==> src/rtl/lc3b_types.sv <==
// Shared LC-3b datapath types.
// lc3b_word: 16-bit address/word; lc3b_data: 128-bit cache line.
package lc3b_types;

  typedef logic [15:0]  lc3b_word;
  typedef logic [127:0] lc3b_data;

endpackage

==> src/rtl/l2_arbiter.sv <==
// l2_arbiter: shares the single L2 request port between the L1 I-cache
// and L1 D-cache, one line transaction outstanding at a time.
// Ports: clk/reset (sync, active-high); icache_* read side;
// dcache_* read/write-back side; l2_* request/response to the L2.
// All outputs are registered; request fields are latched at grant.
module l2_arbiter
  import lc3b_types::*;
(
  input  logic     clk,
  input  logic     reset,
  input  logic     icache_read,
  input  lc3b_word icache_address,
  output lc3b_data icache_rdata,
  output logic     icache_resp,
  input  logic     dcache_read,
  input  logic     dcache_write,
  input  lc3b_word dcache_address,
  input  lc3b_data dcache_wdata,
  input  lc3b_word dcache_byte_enable,
  output lc3b_data dcache_rdata,
  output logic     dcache_resp,
  output logic     l2_read,
  output logic     l2_write,
  output lc3b_word l2_address,
  output lc3b_data l2_wdata,
  output lc3b_word l2_byte_enable,
  input  lc3b_data l2_rdata,
  input  logic     l2_resp
);

  typedef enum logic [1:0] {
    IDLE,
    SERVE_I,
    SERVE_D,
    DONE
  } state_e;

  state_e   state_q, state_d;
  logic     last_grant_q, last_grant_d;
  logic     l2_read_q, l2_read_d;
  logic     l2_write_q, l2_write_d;
  lc3b_word l2_address_q, l2_address_d;
  lc3b_data l2_wdata_q, l2_wdata_d;
  lc3b_word l2_be_q, l2_be_d;
  lc3b_data icache_rdata_q, icache_rdata_d;
  logic     icache_resp_q, icache_resp_d;
  lc3b_data dcache_rdata_q, dcache_rdata_d;
  logic     dcache_resp_q, dcache_resp_d;

  logic d_req;
  logic grant_i;
  logic grant_d;

  // On a tie the side that did not win last time gets the port
  // (last_grant: 0 = I, 1 = D).
  always_comb begin
    d_req   = dcache_read | dcache_write;
    grant_i = 1'b0;
    grant_d = 1'b0;
    if (state_q == IDLE) begin
      if (icache_read && d_req) begin
        grant_d = ~last_grant_q;
        grant_i = last_grant_q;
      end else begin
        grant_i = icache_read;
        grant_d = d_req;
      end
    end
  end

  always_comb begin
    state_d = state_q;
    unique case (state_q)
      IDLE: begin
        if (grant_i) state_d = SERVE_I;
        else if (grant_d) state_d = SERVE_D;
      end
      SERVE_I, SERVE_D: begin
        if (l2_resp) state_d = DONE;
      end
      DONE:    state_d = IDLE;
      default: state_d = IDLE;
    endcase
  end

  always_comb begin
    last_grant_d   = last_grant_q;
    l2_read_d      = l2_read_q;
    l2_write_d     = l2_write_q;
    l2_address_d   = l2_address_q;
    l2_wdata_d     = l2_wdata_q;
    l2_be_d        = l2_be_q;
    icache_rdata_d = icache_rdata_q;
    dcache_rdata_d = dcache_rdata_q;
    icache_resp_d  = 1'b0;
    dcache_resp_d  = 1'b0;

    if (grant_i) begin
      last_grant_d = 1'b0;
      l2_read_d    = 1'b1;
      l2_write_d   = 1'b0;
      l2_address_d = icache_address;
      l2_wdata_d   = '0;
      l2_be_d      = 16'hFFFF;
    end else if (grant_d) begin
      last_grant_d = 1'b1;
      l2_read_d    = dcache_read;
      l2_write_d   = dcache_write;
      l2_address_d = dcache_address;
      l2_wdata_d   = dcache_wdata;
      l2_be_d      = dcache_write ? dcache_byte_enable
                                  : 16'hFFFF;
    end

    if (l2_resp && state_q == SERVE_I) begin
      icache_rdata_d = l2_rdata;
      icache_resp_d  = 1'b1;
      l2_read_d      = 1'b0;
      l2_write_d     = 1'b0;
    end
    if (l2_resp && state_q == SERVE_D) begin
      dcache_rdata_d = l2_rdata;
      dcache_resp_d  = 1'b1;
      l2_read_d      = 1'b0;
      l2_write_d     = 1'b0;
    end
  end

  always_ff @(posedge clk) begin
    if (reset) begin
      state_q        <= IDLE;
      last_grant_q   <= 1'b0;
      l2_read_q      <= 1'b0;
      l2_write_q     <= 1'b0;
      l2_address_q   <= '0;
      l2_wdata_q     <= '0;
      l2_be_q        <= '0;
      icache_rdata_q <= '0;
      icache_resp_q  <= 1'b0;
      dcache_rdata_q <= '0;
      dcache_resp_q  <= 1'b0;
    end else begin
      state_q        <= state_d;
      last_grant_q   <= last_grant_d;
      l2_read_q      <= l2_read_d;
      l2_write_q     <= l2_write_d;
      l2_address_q   <= l2_address_d;
      l2_wdata_q     <= l2_wdata_d;
      l2_be_q        <= l2_be_d;
      icache_rdata_q <= icache_rdata_d;
      icache_resp_q  <= icache_resp_d;
      dcache_rdata_q <= dcache_rdata_d;
      dcache_resp_q  <= dcache_resp_d;
    end
  end

  assign icache_rdata   = icache_rdata_q;
  assign icache_resp    = icache_resp_q;
  assign dcache_rdata   = dcache_rdata_q;
  assign dcache_resp    = dcache_resp_q;
  assign l2_read        = l2_read_q;
  assign l2_write       = l2_write_q;
  assign l2_address     = l2_address_q;
  assign l2_wdata       = l2_wdata_q;
  assign l2_byte_enable = l2_be_q;

endmodule

==> config.mk <==
export PLATFORM = sky130hd
export DESIGN_NAME = l2_arbiter
export DESIGN_NICKNAME = d
export VERILOG_FILES = /design/src/rtl/lc3b_types.sv /design/src/rtl/l2_arbiter.sv
export SDC_FILE = /design/constraint.sdc
export NUM_CORES = 1
export LEC_CHECK = 0
export BUFFER_PORTS_ARGS = -buffer_cell sky130_fd_sc_hd__buf_2
export CAP_MARGIN = 10
export CORE_AREA = 2 2 280 282
export CTS_BUF_LIST = sky130_fd_sc_hd__clkbuf_8
export DETAILED_ROUTE_END_ITERATION = 6
export DIE_AREA = 0 0 282 284
export PLACE_DENSITY = 0.37
export SYNTH_ARGS = -nofsm -noshare
export SYNTH_HDL_FRONTEND = slang
export SYNTH_SLANG_ARGS = --single-unit
==> constraint.sdc <==
create_clock -name clk -period 2.5 [get_ports clk]
set_input_delay 0.25 -clock clk [delete_from_list [all_inputs] [get_ports clk]]
set_output_delay 0.25 -clock clk [all_outputs]
set_load 0.02 [all_outputs]
==> impl_metrics.tcl <==
set metrics [dict create \
    finalPower_uw 23300 \
    antenna_found_initial 5 \
    finalNetCount 2914 \
    seq_area_frac_synth_pct 57.4 \
    period_needed_ns 2.16 \
    rrSetupSlack_ns 0.34 \
    design_area_um2 24000 \
    post-dp-hpwl_mm 45.5 \
    cts-root-buf "clkbuf_8" \
    placed_cell_area_um2 19400 \
    p_leak_uw 0.0109 \
    io_pins 730 \
    vdd.ir_drop.worst_v 0.000380 \
    viasPerCell 4.34 \
    worstSetupPathType "flop to flop" \
    chipHeight_um 284 \
    core-area_um2 77000 \
    avgSynthCellArea_um2 9.24 \
    ys.flop_type "dfxtp_1" \
    cts_made_buffers 82 \
    rsz0062_at_grt "no" \
    die-width_um 282 \
    synthAdderAreaFrac_pct 0.254 \
    dp_cells 3251 \
    grt_pass1_wl_mm 97.1 \
    start_util_pct 19.2 \
    port_buffers 729 \
    synth_top_family_by_area "compound AO/OA/AOI/OAI gates" \
    synth_area_um2 14800 \
    path_clk_slew_ns 0.05 \
    clk_latency_ns 0.65 \
    synth_cell_types 33 \
    clockBufferDepth 3 \
    hp-start "l2_resp" \
    totalWireLength_mm 65.9 \
    wl_per_cell_um 17.8 \
    synth_top_area_cell "dfxtp_1" \
    synthMostInstantiatedCell "dfxtp_1" \
    place_congestion 0.776 \
    hold_viol 0 \
    ys_top_cells_by_count "dfxtp_1 (423), nand2_1 (261), a21oi_1 (257)" \
    cp_max_fo 49 \
    grtUsageTotal_pct 15.6 \
    syn_inst 1597 \
    final_core_util_pct 31.2 \
    power_density_nw_per_um2 968 \
    drive_gt1_share_pct 34.1 \
    synth_compound_area_share_pct 24.4 \
    yosys.area_share.simple_pct 11.9 \
    end_kind "flop" \
    grt_max_degree 124 \
    postCtsSetupRepairBufs 0 \
    syn_nets 1910 \
    holdPathEnd "state_q[0]" \
    reg2reg_depth 7 \
    synth_top_cell_area_share_pct 57.4 \
    grt_pass1_vias 16200 \
    num_vias 16100 \
    tightestPinTransition_ns 0.786 \
    htree_levels 3 \
    area_delta_synth_final_pct 62.8 \
    hold_depth 4 \
    hold_path_class "input port to flop" \
    cp-start-kind "flop" \
    r2r_start "state_q[0]" \
    drtPass1Iterations 5 \
    synth_edf_count 0 \
    synth.ff_latch_count 423 \
    status "completed" \
    fillerInstances 8260 \
    yosysWarnings 0 \
    drcViolationCount 0 \
    async_flop_share_pct 0 \
    slew_violations 0 \
    slew_headroom_pct 47.6 \
    fin_cells 3705 \
    num_rows 102 \
    drtIter0Drc 734 \
    ant_nets 0 \
    max_freq_ghz 0.464 \
    cts_sinks 423 \
    cap_viol_max_count 0 \
    synth_area_leaders "dfxtp_1 (57%), a21oi_1 (8.7%), a22o_1 (7.7%), nand2_1 (6.6%), o21ai_0 (5.5%)" \
    setup_violations 0 \
    die_area_um2 80100 \
    reg2reg_to "l2_address[15]" \
    finClkSkew_ns 0.0333 \
    setup_tns_ns 0 \
    grt_overflow 0 \
    yosys.area_share.xor_xnor_pct 0 \
    synth_mux_area_share_pct 0.0678 \
    arrival_ns 2.73 \
    required_ns 3.07 \
    tritoncts "built" \
    post-route-period-util_pct 86.2 \
]
final cells by class:
class / instances / area, um2 / area share (%)
Antenna cell: 5 / 12.5 / 0.0521
Clock inverter: 53 / 288 / 1.20
Tap cell: 1040 / 1300 / 5.42
Timing Repair Buffer: 1078 / 7230 / 30.1
Inverter: 4 / 15.0 / 0.0625
Clock buffer: 90 / 1240 / 5.16
Multi-Input combinational cell: 1012 / 5480 / 22.8
Sequential cell: 423 / 8470 / 35.2
repair_timing:
item                                    CTS  global route
hold buffers                            306             0
endpoints found under the setup margin    0            16
gates resized for setup                   0             3
hold endpoints to repair                419             0
flip-flops by register name, indices dropped and copies added, names as in the netlist:
| register | cells |
|---|---|
| l2_write | 1 |
| icache_resp | 1 |
| icache_rdata | 128 |
| state_q | 2 |
| dcache_rdata | 128 |
| l2_address | 16 |
| last_grant_q | 1 |
| l2_wdata | 128 |
| l2_byte_enable | 16 |
| l2_read | 1 |
| dcache_resp | 1 |
stage by stage:
stage                     hold WS [ns]  setup slack, ns
final                            0.130            0.344
after global routing             0.108            0.136
after CTS                       0.0362           0.0807
after detailed placement         0.445            0.565
after global placement           0.441            0.574
after floorplan                  0.375             1.05
layer usage:
metal / global-route usage (%) / vias to the layer above / part of all wire (%)
met5: 0 / - / 0
met3: 6.10 / 132 / 9.8
met1: 17.3 / 7605 / 40
met4: 6.69 / 0 / 3.3
met2: 26.2 / 652 / 47
li1: - / 7675 / -
cell usage in the layout (no fill, tap or decap), types with 3 or more instances in the layout:
cell type,count
inv_8,3
o21ai_0,162
a22o_1,129
buf_12,15
clkinvlp_4,4
dfxtp_1,423
a21oi_1,257
buf_2,728
nand2_1,259
diode_2,5
clkbuf_8,90
nand3_1,145
clkinv_2,6
nor2_1,5
dlygate4sd3_1,306
a31oi_1,16
buf_4,28
o221a_2,16
inv_1,40
worst max-delay path: stages (launching register included):
cell and delay, ns:
dfxtp_1 0.31, inv_1 0.10, ha_2 0.31, o31a_1 0.19, buf_6 0.32, o21ai_0 0.14, a31oi_1 0.15, dlygate4sd3_1 0.55
worst max-delay path by stage:
stage	depth (start not counted)	to	slack, ns	start
2_1_floorplan	8	l2_wdata[16]	1.05	state_q[0]
3_3_place_gp	5	icache_rdata[108]	0.57	state_q[1]
3_5_place_dp	6	l2_wdata[7]	0.56	state_q[0]
4_1_cts	6	l2_address[3]	0.08	state_q[0]
5_1_grt	7	l2_address[4]	0.14	state_q[0]
6_report	7	l2_address[15]	0.34	state_q[0]
cell families (layout without fill, tap and decap cells):
group,Yosys count,in the layout
simple gates,417,417
compound gates,591,591
buf+inv,162,1225
other cells,0,5
fa+ha+maj,3,3
mux,1,1
flops,423,423
report_power, final:
part | internal (uW) | total, uW | switching, uW
registers | 8000 | 8610 | 615
clock network | 3430 | 6570 | 3140
logic | 2840 | 8080 | 5240
total | 14300 | 23300 | 9000
No activity file was read; power rests on OpenSTA's default activity.
